[src/rtl/vx_dcr_write_bridge_pkg.sv]
// ============================================================================
// vx_dcr_write_bridge_pkg
//   Definitions shared by the DCR write bridge and its request FIFO:
//   - default DCR address/data widths
//   - base-state DCR address window [DCR_BASE_STATE_BEGIN, DCR_BASE_STATE_END)
//   - gap counter width (GAP_CYCLES is limited to 0..15)
//   - dcr_req_t: default-width request record. The bridge stores its FIFO
//     entries packed in the same order, {addr, data}.
//   - dcr_addr_in_range(): base-state window test used by the optional
//     range filter
// ============================================================================
package vx_dcr_write_bridge_pkg;

    localparam int DCR_ADDR_BITS = 12;
    localparam int DCR_DATA_BITS = 32;

    // Base-state DCR window, end exclusive.
    localparam int unsigned DCR_BASE_STATE_BEGIN = 32'h0000_0001;
    localparam int unsigned DCR_BASE_STATE_END   = 32'h0000_000A;

    localparam int GAP_CNT_BITS = 4;

    typedef struct packed {
        logic [DCR_ADDR_BITS-1:0] addr;
        logic [DCR_DATA_BITS-1:0] data;
    } dcr_req_t;

    function automatic logic dcr_addr_in_range(input logic [31:0] addr);
        return (addr >= DCR_BASE_STATE_BEGIN) && (addr < DCR_BASE_STATE_END);
    endfunction

endpackage

[src/rtl/vx_dcr_write_bridge_fifo.sv]
// ============================================================================
// vx_dcr_req_fifo
//   Small synchronous FIFO holding packed DCR write requests.
//   DEPTH must be a power of two (>= 2) so the pointers wrap for free.
// Ports
//   clk        in   clock
//   reset      in   synchronous, active-low reset (clears pointers/count)
//   push       in   write push_data at the tail (ignored while full)
//   push_data  in   WIDTH-bit entry
//   pop        in   drop the head entry (ignored while empty)
//   head_data  out  current head entry (valid while !empty)
//   count      out  number of stored entries, 0..DEPTH
//   full       out  count == DEPTH
//   empty      out  count == 0
// ============================================================================
module vx_dcr_req_fifo #(
    parameter int DEPTH = 4,
    parameter int WIDTH = 44
) (
    input  logic                       clk,
    input  logic                       reset,
    input  logic                       push,
    input  logic [WIDTH-1:0]           push_data,
    input  logic                       pop,
    output logic [WIDTH-1:0]           head_data,
    output logic [$clog2(DEPTH):0]     count,
    output logic                       full,
    output logic                       empty
);

    localparam int PTR_BITS = $clog2(DEPTH);
    localparam int CNT_BITS = PTR_BITS + 1;

    logic [WIDTH-1:0]    mem [DEPTH];
    logic [PTR_BITS-1:0] wr_ptr_reg;
    logic [PTR_BITS-1:0] rd_ptr_reg;
    logic [CNT_BITS-1:0] count_reg;
    logic                push_ok;
    logic                pop_ok;

    assign full    = (count_reg == CNT_BITS'(DEPTH));
    assign empty   = (count_reg == '0);
    assign push_ok = push && !full;
    assign pop_ok  = pop && !empty;

    always_ff @(posedge clk) begin
        if (!reset) begin
            wr_ptr_reg <= '0;
            rd_ptr_reg <= '0;
            count_reg  <= '0;
        end else begin
            if (push_ok) begin
                wr_ptr_reg <= wr_ptr_reg + PTR_BITS'(1);
            end
            if (pop_ok) begin
                rd_ptr_reg <= rd_ptr_reg + PTR_BITS'(1);
            end
            case ({push_ok, pop_ok})
                2'b10:   count_reg <= count_reg + CNT_BITS'(1);
                2'b01:   count_reg <= count_reg - CNT_BITS'(1);
                default: count_reg <= count_reg;
            endcase
        end
    end

    // Storage needs no reset: an entry is only read after it was written.
    always_ff @(posedge clk) begin
        if (push_ok) begin
            mem[wr_ptr_reg] <= push_data;
        end
    end

    assign head_data = mem[rd_ptr_reg];
    assign count     = count_reg;

endmodule

[src/rtl/vx_dcr_write_bridge.sv]
// ============================================================================
// vx_dcr_write_bridge
//   Accepts host DCR writes on a valid/ready port, queues them in a FIFO and
//   replays them in order as single-cycle strobes on the DCR write master,
//   followed by GAP_CYCLES idle cycles so downstream retiming can settle.
//   'idle' tells host launch logic that every queued write has landed.
//
//   Optional feature, macro DCR_RANGE_CHECK_EN: entries whose address falls
//   outside the base-state DCR window are discarded at pop time (no strobe,
//   no gap) and counted in drop_count (saturating at 255). Without the macro
//   every entry is forwarded and drop_count is tied to zero.
//
// Ports
//   clk              in   clock
//   reset            in   synchronous, active-low reset
//   req_valid        in   host write request valid
//   req_ready        out  bridge can accept (from registered FIFO count)
//   req_addr         in   DCR address
//   req_data         in   DCR data
//   dcr_write_valid  out  write strobe, one cycle per write
//   dcr_write_addr   out  DCR address (holds last value while not valid)
//   dcr_write_data   out  DCR data    (holds last value while not valid)
//   idle             out  FIFO empty, FSM idle, no strobe in flight
//   drop_count       out  number of discarded requests
// ============================================================================
module vx_dcr_write_bridge
    import vx_dcr_write_bridge_pkg::*;
#(
    parameter int DEPTH      = 4,
    parameter int GAP_CYCLES = 1,
    parameter int ADDR_BITS  = DCR_ADDR_BITS,
    parameter int DATA_BITS  = DCR_DATA_BITS
) (
    input  logic                 clk,
    input  logic                 reset,
    input  logic                 req_valid,
    output logic                 req_ready,
    input  logic [ADDR_BITS-1:0] req_addr,
    input  logic [DATA_BITS-1:0] req_data,
    output logic                 dcr_write_valid,
    output logic [ADDR_BITS-1:0] dcr_write_addr,
    output logic [DATA_BITS-1:0] dcr_write_data,
    output logic                 idle,
    output logic [7:0]           drop_count
);

    localparam int ENTRY_BITS = ADDR_BITS + DATA_BITS;
    localparam logic [GAP_CNT_BITS-1:0] GAP_RELOAD =
        GAP_CNT_BITS'((GAP_CYCLES > 0) ? GAP_CYCLES - 1 : 0);

    typedef enum logic {
        ST_IDLE,
        ST_GAP
    } state_t;

    state_t                  state_reg, state_next;
    logic [GAP_CNT_BITS-1:0] gap_cnt_reg, gap_cnt_next;

    logic                    valid_reg;
    logic [ADDR_BITS-1:0]    addr_reg;
    logic [DATA_BITS-1:0]    data_reg;

    logic                    push;
    logic                    pop;
    logic                    strobe;
    logic                    head_in_range;
    logic [ENTRY_BITS-1:0]   head_entry;
    logic [ADDR_BITS-1:0]    head_addr;
    logic [DATA_BITS-1:0]    head_data;
    logic [$clog2(DEPTH):0]  fifo_count;
    logic                    fifo_full;
    logic                    fifo_empty;

    // Ready comes straight from the registered count: a pop in the same
    // cycle does not reopen a full FIFO.
    assign req_ready = !fifo_full;
    assign push      = req_valid && req_ready;

    vx_dcr_req_fifo #(
        .DEPTH (DEPTH),
        .WIDTH (ENTRY_BITS)
    ) u_fifo (
        .clk       (clk),
        .reset     (reset),
        .push      (push),
        .push_data ({req_addr, req_data}),
        .pop       (pop),
        .head_data (head_entry),
        .count     (fifo_count),
        .full      (fifo_full),
        .empty     (fifo_empty)
    );

    assign head_addr = head_entry[ENTRY_BITS-1:DATA_BITS];
    assign head_data = head_entry[DATA_BITS-1:0];

`ifdef DCR_RANGE_CHECK_EN
    assign head_in_range = dcr_addr_in_range(32'(head_addr));
`else
    assign head_in_range = 1'b1;
`endif

    // ---------------- FSM: state register ----------------
    always_ff @(posedge clk) begin
        if (!reset) begin
            state_reg   <= ST_IDLE;
            gap_cnt_reg <= '0;
        end else begin
            state_reg   <= state_next;
            gap_cnt_reg <= gap_cnt_next;
        end
    end

    // ---------------- FSM: next state ----------------
    always_comb begin
        state_next   = state_reg;
        gap_cnt_next = gap_cnt_reg;
        case (state_reg)
            ST_IDLE: begin
                // A discarded entry never enters the gap.
                if (strobe && (GAP_CYCLES > 0)) begin
                    state_next   = ST_GAP;
                    gap_cnt_next = GAP_RELOAD;
                end
            end
            ST_GAP: begin
                if (gap_cnt_reg == '0) begin
                    state_next = ST_IDLE;
                end else begin
                    gap_cnt_next = gap_cnt_reg - GAP_CNT_BITS'(1);
                end
            end
            default: state_next = ST_IDLE;
        endcase
    end

    // ---------------- FSM: outputs ----------------
    always_comb begin
        pop    = 1'b0;
        strobe = 1'b0;
        if ((state_reg == ST_IDLE) && !fifo_empty) begin
            pop    = 1'b1;
            strobe = head_in_range;
        end
    end

    // Strobe register: valid lasts exactly one cycle, addr/data hold.
    always_ff @(posedge clk) begin
        if (!reset) begin
            valid_reg <= 1'b0;
            addr_reg  <= '0;
            data_reg  <= '0;
        end else begin
            valid_reg <= strobe;
            if (strobe) begin
                addr_reg <= head_addr;
                data_reg <= head_data;
            end
        end
    end

    assign dcr_write_valid = valid_reg;
    assign dcr_write_addr  = addr_reg;
    assign dcr_write_data  = data_reg;

    assign idle = (fifo_count == '0) && (state_reg == ST_IDLE) && !valid_reg;

`ifdef DCR_RANGE_CHECK_EN
    logic       drop;
    logic [7:0] drop_count_reg;

    assign drop = pop && !strobe;

    always_ff @(posedge clk) begin
        if (!reset) begin
            drop_count_reg <= '0;
        end else if (drop && (drop_count_reg != 8'hFF)) begin
            drop_count_reg <= drop_count_reg + 8'd1;
        end
    end

    assign drop_count = drop_count_reg;
`else
    assign drop_count = 8'd0;
`endif

endmodule

[config.mk]
export PLATFORM = sky130hd
export DESIGN_NAME = vx_dcr_write_bridge
export DESIGN_NICKNAME = d
export VERILOG_FILES = /design/src/rtl/vx_dcr_write_bridge_pkg.sv /design/src/rtl/vx_dcr_write_bridge_fifo.sv /design/src/rtl/vx_dcr_write_bridge.sv
export SDC_FILE = /design/constraint.sdc
export NUM_CORES = 1
export LEC_CHECK = 0
export ABC_CLOCK_PERIOD_IN_PS = 3300
export BUFFER_PORTS_ARGS = -buffer_cell sky130_fd_sc_hd__buf_2
export CORE_ASPECT_RATIO = 0.8
export CORE_MARGIN = 4
export CORE_UTILIZATION = 62
export DETAILED_ROUTE_END_ITERATION = 8
export MAX_ROUTING_LAYER = met4
export PLACE_DENSITY = 0.84
export SLEW_MARGIN = 20
export SYNTH_ARGS = -nofsm -noshare
export SYNTH_HDL_FRONTEND = slang
export SYNTH_SLANG_ARGS = --single-unit
[constraint.sdc]
create_clock -name clk -period 3.3 [get_ports clk]
set_input_delay 0.33 -clock clk [delete_from_list [all_inputs] [get_ports clk]]
set_output_delay 0.33 -clock clk [all_outputs]
set_load 0.01 [all_outputs]
==> results.ini, run 1 <==
[timing]
drv_slew = 0
slew-limit-headroom_pct = 27.6
finalClockSkew_ns = 0.0145
fin_crit_sh_pct = 75.3
setup_slack_ns = 0.816
worstMarginPinSlew_ns = 1.09
fin_setup_tns_ns = 0
min_period_ns = 2.48
finalHoldViolCount = 0
grt_setup_unrepaired = false
finalSetupViolations = 0
max_freq_mhz = 403

[hold_path]
hold_end = u_fifo.mem[0][27]$_DFFE_PP_
whs_path_depth = 1
hp-class = in -> reg
min-delay-start = req_data[27]

[grt]
first_global_vias = 4512
antenna_found_initial = 2
grt_overflow = 0
grt.total_usage_pct = 20.8
grt_pass1_wl_um = 24700
grt_max_degree = 48

[final_layout]
area_growth_pct = 14.7
top_register = u_fifo.mem
drive_gt1_share_pct = 33.1
num-nets-final = 575
largest_register_ff_count = 176

[yosys]
yosysWarnings = 0
synth_seq_area_share_pct = 75.5
synth_edf_count = 176
syn-cell-area_um2 = 8510
synth_top_flop_cell = edfxtp_1
synth_top_area_share_pct = 62.1
ys_seq_elements = 233
synth_top_area_cell = edfxtp_1
yosys-top-cells-area = edfxtp_1, dfxtp_1, mux4_2, a22o_1, mux4_1
async_reset_ff_share_pct = 0
syn_area_per_cell_um2 = 20.3
synth_cell_types = 40
yosysMostFrequentCell = edfxtp_1
synthCells = 420
synth_top_cells_by_count = edfxtp_1, dfxtp_1, a22o_1, mux4_2, buf_4

[floorplanning]
core_um2 = 13500
dieWidth_um = 139
die_area_um2 = 15700
start_util_pct = 63.0
num_rows = 38
io-pin-count = 102
die_h_um = 113

[clocking]
cts_buffers = 22
clkLatencyLatePin_ns = 0.50
numClockSinks = 233
clk_pin_slew_worst_paths_ns = 0.06
htreeDepth = 1
ctsResizeCount = 0
cts_tree = yes
max-clock-path-buffers = 3
ctsHoldBuffers = 0
clockRootBuffer = clkbuf_16
post-cts-setup-buffers = 0

[run_status]
outcome = completed

[setup_path]
critPathTopFamily = simple AND/OR/NAND/NOR gates
criticalPathCategory = reg -> reg
cp_slowest_stage_delay_ns = 0.52
worstPathArrival_ns = 2.91
crit_chain = or3b_1 > nand2_1 > ha_1 > inv_1 > fa_1 > xor2_1 > or3_1 > a21oi_1
cpMaxStageDelayCell = or3b_1
timing.rr.end = u_fifo.count[2]$_SDFFE_PN0P_
startpoint = u_fifo.count[2]$_SDFFE_PN0P_
worstPathRequired_ns = 3.73
cp_max_fo = 10
cp-start-kind = flop
rr_worst_depth = 8
r2r_start = u_fifo.count[2]$_SDFFE_PN0P_
r2r_setup_slack_ns = 0.82
critPathCaptureType = flop
critical_path_buf_inv_count = 1

[placement]
place_congestion = 0.772
port-buffer-count = 93
place_hpwl_um = 9520
pre_cts_ws_ns = 0.907

[drt]
routed_via_density = 6.00
firstDrtPassIters = 4
drc_errors = 0
wl_um = 15600
vias = 4315
ant_nets = 0
first_iter_violations = 287
wl_per_cell_um = 21.8

[power_and_ir_drop]
p_leak_nw = 3.50
vdd_drop_max_mv = 0.504
power.total_mw = 7.94
power_density_nw_per_um2 = 813

[run]
maxCapViolCount = 0

-- stage by stage --
step	util, %	hold slack [ns]	cell area [um2]	instances
finish	72.3	0.0450	9770	719
global route	72.3	0.0356	9770	719
CTS	72.3	0.0288	9760	717
detailed placement	67.3	0.459	9090	677
global placement	67.3	0.457	9080	677
floorplan	-	0.429	8540	427
-- layout by cell type, fill, tap and decap left out, types with 4 or more instances in the layout --
master,instances
a21oi_1,9
a22o_1,44
and3_2,4
buf_2,93
buf_4,7
clkbuf_16,23
clkinv_1,7
clkinv_2,6
conb_1,8
dfxtp_1,55
edfxtp_1,176
ha_1,6
inv_1,9
mux4_1,7
mux4_2,37
nand2_1,5
nor2_1,4
-- cells by family (layout without fill, tap and decap cells) --
family | count (synthesis) | in the layout | share of synthesized area, %
xor+xnor | 2 | 2 | 0.206
compound gates | 63 | 63 | 5.86
other cells | 1 | 10 | 0.0440
flops | 233 | 233 | 75.5
simple gates | 30 | 30 | 2.23
fa+ha+maj | 7 | 7 | 1.12
buf+inv | 40 | 150 | 3.10
mux | 44 | 44 | 11.9
-- layout make-up --
cell class / count / area [um2]
flip-flops and latches: 233 / 6430
clock buffers: 25 / 583
multi-input cells: 154 / 1860
diodes: 2 / 5.00
repair buffers: 101 / 538
fillers: 798 / 3730
inverters: 9 / 33.8
well taps: 180 / 225
clock inverters: 15 / 93.8
-- metal layers --
metal | wire (um) | vias up | track usage, %
met5 | 0 | - | -
met4 | 522 | 0 | 6.78
met3 | 999 | 45 | 4.56
met2 | 7910 | 179 | 33.7
met1 | 6220 | 2185 | 26.8
li1 | - | 1906 | -
-- report_power, final --
group	internal (mW)	switching, mW	leakage [nW]	total [mW]
registers	3.61	0.377	2.08	3.98
clock network	1.34	0.998	0.335	2.34
logic	0.820	0.795	1.08	1.61
-- how the worst max path moves through the flow --
stage | endpoint | cells past startpoint
floorplan | u_fifo.mem[0][0]$_DFFE_PP_ | 3
global placement | u_fifo.count[2]$_SDFFE_PN0P_ | 8
CTS | u_fifo.count[2]$_SDFFE_PN0P_ | 8
finish | u_fifo.count[2]$_SDFFE_PN0P_ | 8
global route | u_fifo.count[2]$_SDFFE_PN0P_ | 8
detailed placement | u_fifo.count[2]$_SDFFE_PN0P_ | 8
No activity file was read; power rests on OpenSTA's default activity.
==> run 2: changes to the inputs <==
--- a/config.mk
+++ b/config.mk
@@ -5,14 +5,15 @@
 export SDC_FILE = /design/constraint.sdc
 export NUM_CORES = 1
 export LEC_CHECK = 0
-export ABC_CLOCK_PERIOD_IN_PS = 3300
+export ABC_AREA = 1
+export ABC_CLOCK_PERIOD_IN_PS = 2000
 export BUFFER_PORTS_ARGS = -buffer_cell sky130_fd_sc_hd__buf_2
 export CORE_ASPECT_RATIO = 0.8
 export CORE_MARGIN = 4
-export CORE_UTILIZATION = 62
+export CORE_UTILIZATION = 52
 export DETAILED_ROUTE_END_ITERATION = 8
 export MAX_ROUTING_LAYER = met4
-export PLACE_DENSITY = 0.84
+export PLACE_DENSITY = 0.75
 export SLEW_MARGIN = 20
 export SYNTH_ARGS = -nofsm -noshare
 export SYNTH_HDL_FRONTEND = slang
==> constraint.sdc (replaced) <==
create_clock -name clk -period 2 [get_ports clk]
set_input_delay 0.2 -clock clk [delete_from_list [all_inputs] [get_ports clk]]
set_output_delay 0.2 -clock clk [all_outputs]
set_load 0.01 [all_outputs]
==> results.ini, run 2 <==
[run_status]
outcome = completed

[floorplanning]
start_util_pct = 53.7  ; -9.4 points
die_area_um2 = 19400  ; +24%
num_rows = 42  ; +11%
core_um2 = 16700  ; +24%
dieWidth_um = 155  ; +11%
die_h_um = 125  ; +11%
io-pin-count = 102  ; unchanged

[timing]
finalClockSkew_ns = 0.0183  ; +0.00380 ns
finalHoldViolCount = 0  ; unchanged
worstMarginPinSlew_ns = 0.619  ; -0.467 ns
drv_slew = 0  ; unchanged
min_period_ns = 1.70  ; -0.780 ns
setup_slack_ns = 0.297  ; -0.520 ns
slew-limit-headroom_pct = 58.8  ; +31 points
finalSetupViolations = 0  ; unchanged
grt_setup_unrepaired = false
hold_slack_ns = 0.222  ; +0.177 ns
fin_crit_sh_pct = 85.2  ; +9.9 points
max_freq_mhz = 587  ; +46%

[yosys]
async_reset_ff_share_pct = 0  ; unchanged
synth_top_cells_by_count = nor2_1, edfxtp_1, o21ai_0, dfxtp_1, nand2_1
synthCells = 805  ; +92%
syn-cell-area_um2 = 8970  ; +5.4%
synth_cell_types = 23  ; -43%
synth_top_flop_cell = edfxtp_1
synth_seq_area_share_pct = 71.6  ; -3.9 points
yosys-top-cells-area = edfxtp_1, dfxtp_1, nor2_1, o21ai_0, o21ai_1
ys_seq_elements = 233  ; unchanged
synth_edf_count = 176  ; unchanged
syn_area_per_cell_um2 = 11.1  ; -45%
yosysMostFrequentCell = nor2_1
synth_top_area_cell = edfxtp_1
synth_top_area_share_pct = 58.9  ; -3.2 points
yosysWarnings = 0  ; unchanged

[power_and_ir_drop]
p_leak_nw = 4.21  ; +21%
power.total_mw = 15.3  ; +93%
vdd_drop_max_mv = 0.733  ; +46%
power_density_nw_per_um2 = 1410  ; +73%

[clocking]
numClockSinks = 233  ; unchanged
htreeDepth = 1  ; unchanged
clk_pin_slew_worst_paths_ns = 0.06  ; about the same
max-clock-path-buffers = 3  ; unchanged
cts_buffers = 22  ; unchanged
cts_tree = yes
post-cts-setup-buffers = 0  ; unchanged
clkLatencyLatePin_ns = 0.51  ; about the same
clockRootBuffer = clkbuf_16

[final_layout]
drive_gt1_share_pct = 17.0  ; -16 points
largest_register_ff_count = 176  ; unchanged
final_cells = 1180  ; +64%
regArea_um2 = 6430  ; about the same
layout_common_cells = nor2_1, edfxtp_1, o21ai_0
num-nets-final = 998  ; +74%
n_antenna_cell = 0  ; -2
multi_input_area_um2 = 2220  ; +20%
final.fill_count = 1273  ; +60%
final_common_cell = nor2_1
area_growth_pct = 21.4
fin_util_pct = 65.2  ; -7.1 points
top_register = u_fifo.mem

[setup_path]
cp-start-kind = flop
cp_max_fo = 3  ; -7
worstPathArrival_ns = 2.09  ; -0.82 ns
startpoint = u_fifo.count[0]$_SDFFE_PN0P_
worstPathRequired_ns = 2.39  ; -1.34 ns
r2r_start = u_fifo.count[0]$_SDFFE_PN0P_
criticalPathCategory = reg -> reg
r2r_setup_slack_ns = 0.30  ; -0.52 ns
critPathCaptureType = flop

[drt]
ant_nets = 0  ; unchanged
wl_per_cell_um = 15.6  ; -28%
wl_um = 18400  ; +17%
firstDrtPassIters = 5  ; +1
first_iter_violations = 419  ; +46%
vias = 6095  ; +41%
routed_via_density = 5.17  ; -14%
drc_errors = 0  ; unchanged

[grt]
grt.total_usage_pct = 19.4  ; -1.4 points
grt_overflow = 0  ; unchanged
grt_max_degree = 53  ; +10%
first_global_vias = 5976  ; +32%
antenna_found_initial = 0  ; -2
grt_pass1_wl_um = 29800  ; +21%

[placement]
place_congestion = 0.775  ; +0.38%
pre_cts_ws_ns = 0.320  ; -0.587 ns
place_hpwl_um = 10700  ; +12%
place_inst = 1096  ; +62%
port-buffer-count = 93  ; unchanged

[hold_path]
hp-class = in -> reg
min-delay-start = req_valid

[run]
maxCapViolCount = 0  ; unchanged

==> run 2: changes by cell type after synthesis, sizes merged, moves of 4 or more <==
cell / previous run / this run
nor2: 4 / 274
o21ai: 3 / 139
nand2: 5 / 57
a22o: 44 / 0
mux4: 44 / 0
buf: 24 / 37
inv: 9 / 22
clkbuf: 7 / 13
nand3: 2 / 8
and3: 4 / 0
==> run 2: critical path, stage by stage, from the launching register on <==
cell and delay, ns:
dfxtp_1 0.36, inv_2 0.07, nand3_2 0.09, nand2_4 0.06
inv_4 0.05, ha_1 0.15, inv_1 0.07, fa_1 0.38
nand2_1 0.08, nand3_1 0.08, o21ai_0 0.15, a21oi_1 0.05
==> run 2: worst paths after layout <==
path / to / cells past startpoint
max: u_fifo.count[2]$_SDFFE_PN0P_ / 11
min: u_fifo.wr_ptr_reg[0]$_SDFFE_PN0P_ / 4
max reg2reg: u_fifo.count[2]$_SDFFE_PN0P_ / 11
min reg2reg: u_fifo.count[0]$_SDFFE_PN0P_ / 1
==> run 2: what timing repair did <==
| item | 4_1_cts | 5_1_grt |
|---|---|---|
| gates resized for setup | 0 | 0 |
| hold buffers | 44 | 0 |
| hold endpoints to repair | 176 | 0 |
==> run 2: logic make-up (layout without fill, tap and decap cells) <==
kind of cell	count (synthesis)	in the layout	synth area share [%]
AO/OA/AOI/OAI	150	150	8.37
XOR/XNOR	2	2	0.195
adder cells (fa/ha/maj)	7	7	1.06
buffers and inverters	72	220	4.23
flip-flops	233	233	71.6
other	1	8	0.0418
AND/OR/NAND/NOR	340	340	14.5
==> run 2: final cells by class <==
cell class,instances,share of cell area [%]
repair buffers,158,10.5
clock inverters,15,1.53
inverters,22,0.804
multi-input cells,507,20.4
clock buffers,25,5.25
flip-flops and latches,233,59.0
well taps,220,2.53
==> run 2: power by group <==
part	switching [mW]	total (mW)	internal [mW]	leakage (nW)
clock network	1.75	4.21	2.46	0.357
logic	3.22	4.82	1.60	1.77
registers	0.295	6.30	6.00	2.09
==> run 2: metal layers <==
| metal | vias to the layer above | GRT usage [%] | wire length [um] |
|---|---|---|---|
| met3 | 33 | 2.94 | 1190 |
| met2 | 204 | 31.9 | 8520 |
| met1 | 2870 | 25.5 | 8270 |
| met4 | 0 | 4.98 | 373 |
| li1 | 2988 | - | - |
| met5 | - | - | 0 |
==> run 2: metrics by stage <==
stage | setup TNS (ns) | instance area (um2)
after global placement | 0 | 9720
after CTS | 0 | 10900
after detailed placement | 0 | 9720
after floorplan | -60.42 | 9010
final | 0 | 10900
after global routing | 0 | 10900
==> run 3: changes to the inputs <==
--- a/config.mk
+++ b/config.mk
@@ -10,10 +10,10 @@
 export BUFFER_PORTS_ARGS = -buffer_cell sky130_fd_sc_hd__buf_2
 export CORE_ASPECT_RATIO = 0.8
 export CORE_MARGIN = 4
-export CORE_UTILIZATION = 52
+export CORE_UTILIZATION = 40
 export DETAILED_ROUTE_END_ITERATION = 8
+export GPL_TIMING_DRIVEN = 0
 export MAX_ROUTING_LAYER = met4
-export PLACE_DENSITY = 0.75
 export SLEW_MARGIN = 20
 export SYNTH_ARGS = -nofsm -noshare
 export SYNTH_HDL_FRONTEND = slang
==> results.ini, run 3 (same netlist as run 2, synthesis figures left out) <==
[run_status]
outcome = completed

[setup_path]
critical_path_buf_inv_count = 3  ; unchanged
cpMaxStageDelayCell = dfxtp_1
r2r_start = u_fifo.count[0]$_SDFFE_PN0P_
cp_slowest_stage_delay_ns = 0.37  ; about the same
startpoint = u_fifo.count[0]$_SDFFE_PN0P_
worstPathArrival_ns = 2.27  ; +0.18 ns
r2r_setup_slack_ns = 0.13  ; -0.16 ns
critPathTopFamily = adder cells
timing.rr.end = u_fifo.count[2]$_SDFFE_PN0P_
worstPathRequired_ns = 2.41  ; +0.02 ns
cp-start-kind = flop
cp.depth = 11  ; unchanged
critPathCaptureType = flop
crit_chain = inv_2 > nand3_2 > nand2_4 > clkinv_8 > ha_1 > inv_1 > fa_1 > nand2_1 > nand3_1 > o21ai_1 > a21oi_1
crit_end = u_fifo.count[2]$_SDFFE_PN0P_
criticalPathCategory = reg -> reg
rr_worst_depth = 11  ; unchanged
cp_max_fo = 19  ; +16

[clocking]
numClockSinks = 233  ; unchanged
clockRootBuffer = clkbuf_16
cts_buffers = 24  ; +9.1%
clk_pin_slew_worst_paths_ns = 0.06  ; about the same
cts_tree = yes
htreeDepth = 1  ; unchanged
clkLatencyLatePin_ns = 0.51  ; about the same
max-clock-path-buffers = 3  ; unchanged
post-cts-setup-buffers = 0  ; unchanged

[timing]
hold_slack_ns = 0.0572  ; -0.165 ns
slew-limit-headroom_pct = 54.4  ; -4.4 points
grt_setup_unrepaired = false
min_period_ns = 1.87  ; +0.162 ns
setup_slack_ns = 0.134  ; -0.162 ns
drv_slew = 0  ; unchanged
worstMarginPinSlew_ns = 0.684  ; +0.0655 ns
max_freq_mhz = 536  ; -8.7%
fin_crit_sh_pct = 93.3  ; +8.1 points
finalSetupViolations = 0  ; unchanged
finalHoldViolCount = 0  ; unchanged
finalClockSkew_ns = 0.0129  ; -0.00543 ns

[power_and_ir_drop]
power_density_nw_per_um2 = 1440  ; +2.2%
power.share.clock_pct = 28.8  ; +1.3 points
power.total_mw = 16.3  ; +6.5%
switchingPower_mw = 5.57  ; +5.6%
p_int_mw = 10.7  ; +6.9%
seq_power_share_pct = 38.2  ; -2.9 points
p_leak_nw = 4.41  ; +4.6%
power.share.switching_pct = 34.1  ; -0.27 points
pwr-share-comb_pct = 33.0  ; +1.6 points
vdd_drop_max_mv = 0.698  ; -4.8%

[final_layout]
num-nets-final = 1036  ; +3.8%
largest_register_ff_count = 176  ; unchanged
final_common_cell = nor2_1
layout_common_cells = nor2_1, edfxtp_1, buf_2
drive_gt1_share_pct = 18.6  ; +1.6 points
area_growth_pct = 26.4
top_register = u_fifo.mem

[drt]
wl_per_cell_um = 15.8  ; +1.8%
ant_nets = 0  ; unchanged
wl_um = 20600  ; +12%
wl_met2_um = 9110  ; +6.9%
drc_errors = 0  ; unchanged
wl_met1_um = 9930  ; +20%
dr_wl_met3_um = 1200  ; +0.42%
highest_layer = met4
firstDrtPassIters = 5  ; unchanged
vias = 6084  ; -0.18%
routed_via_density = 4.68  ; -9.5%
first_iter_violations = 441  ; +5.3%

[placement]
port-buffer-count = 93  ; unchanged
place_congestion = 0.786  ; +1.4%
pre_cts_ws_ns = -0.185  ; -0.505 ns
place_hpwl_um = 13200  ; +24%

[grt]
antenna_found_initial = 1  ; +1
grt_pass1_wl_um = 32300  ; +8.4%
grt_overflow = 0  ; unchanged
grt.total_usage_pct = 16.9  ; -2.4 points
first_global_vias = 5771  ; -3.4%
grt_max_degree = 24  ; -55%

[run]
maxCapViolCount = 0  ; unchanged

[floorplanning]
dieWidth_um = 175  ; +13%
die_area_um2 = 24900  ; +28%
die_h_um = 142  ; +13%
num_rows = 48  ; +14%
start_util_pct = 41.2  ; -13 points
core_um2 = 21800  ; +30%
io-pin-count = 102  ; unchanged

[hold_path]
hp-class = in -> reg

[run 3: cell types whose count changed in the layout (fill, tap and decap cells not counted), sizes merged, moves of 2 or more]
cell	previous run	this run
clkbuf	25	42
buf	114	137
bufinv	3	5
clkinvlp	3	1
[run 3: how the worst min path moves through the flow]
| stage | from | cells past startpoint | to | slack [ns] |
|---|---|---|---|---|
| after floorplan | req_data[0] | 0 | u_fifo.mem[0][0]$_DFFE_PP_ | 0.30 |
| after global placement | req_addr[0] | 1 | u_fifo.mem[3][32]$_DFFE_PP_ | 0.41 |
| after detailed placement | req_data[12] | 1 | u_fifo.mem[3][12]$_DFFE_PP_ | 0.41 |
| after CTS | reset | 3 | u_fifo.wr_ptr_reg[0]$_SDFFE_PN0P_ | 0.04 |
| after global routing | reset | 3 | u_fifo.wr_ptr_reg[0]$_SDFFE_PN0P_ | 0.05 |
| final | reset | 3 | u_fifo.wr_ptr_reg[0]$_SDFFE_PN0P_ | 0.06 |
[run 3: final cells by class]
class	instances	area [um2]
sequential	233	6430
tap	300	375
clock buffer	29	651
buffer	49	287
multi-input combinational	507	2230
clock inverter	15	194
antenna	1	2.50
timing repair buffer	145	1080
fill	1932	10500
inverter	22	97.6
[run 3: metal layers]
| layer | up-vias | track usage [%] |
|---|---|---|
| li1 | 3065 | - |
| met1 | 2826 | 24.7 |
| met2 | 160 | 25.2 |
| met3 | 33 | 2.84 |
| met4 | 0 | 3.61 |
| met5 | - | - |
[run 3: power groups by stage]
| stage | clock network (mW) | logic, mW | registers, mW |
|---|---|---|---|
| floorplan | 0 | 3.26 | 6.49 |
| global placement | 0 | 5.18 | 6.35 |
| detailed placement | 0 | 5.36 | 6.33 |
| CTS | 4.80 | 5.44 | 6.24 |
| global route | 5.01 | 6.09 | 6.31 |
| finish | 4.71 | 5.38 | 6.24 |
[run 3: worst register-to-register path, delay by kind of cell, from the launching register on]
family,cells,cell delay [ns]
DFF,1,0.37
buffers and inverters,3,0.27
AOI/OAI and AO/OA,2,0.19
adders and majority gates,2,0.55
and+or+nand+nor,4,0.39
[run 3: per-stage QoR]
step           utilization, %  cell area (um2)  TNS [ns]  cells
2_1_floorplan               -             9010    -60.42    812
3_3_place_gp             45.2             9850   -231.10   1205
3_5_place_dp             46.1            10000    -0.185   1213
5_1_grt                  52.0            11300         0   1301
6_report                 52.0            11300         0   1301
4_1_cts                  52.0            11300         0   1300
[run 3: what timing repair did]
item	CTS	global route
setup endpoints to repair	1	1
hold buffers	44	0
gates resized for setup	1	5
endpoints found under the hold margin	176	0
pin swaps	0	0
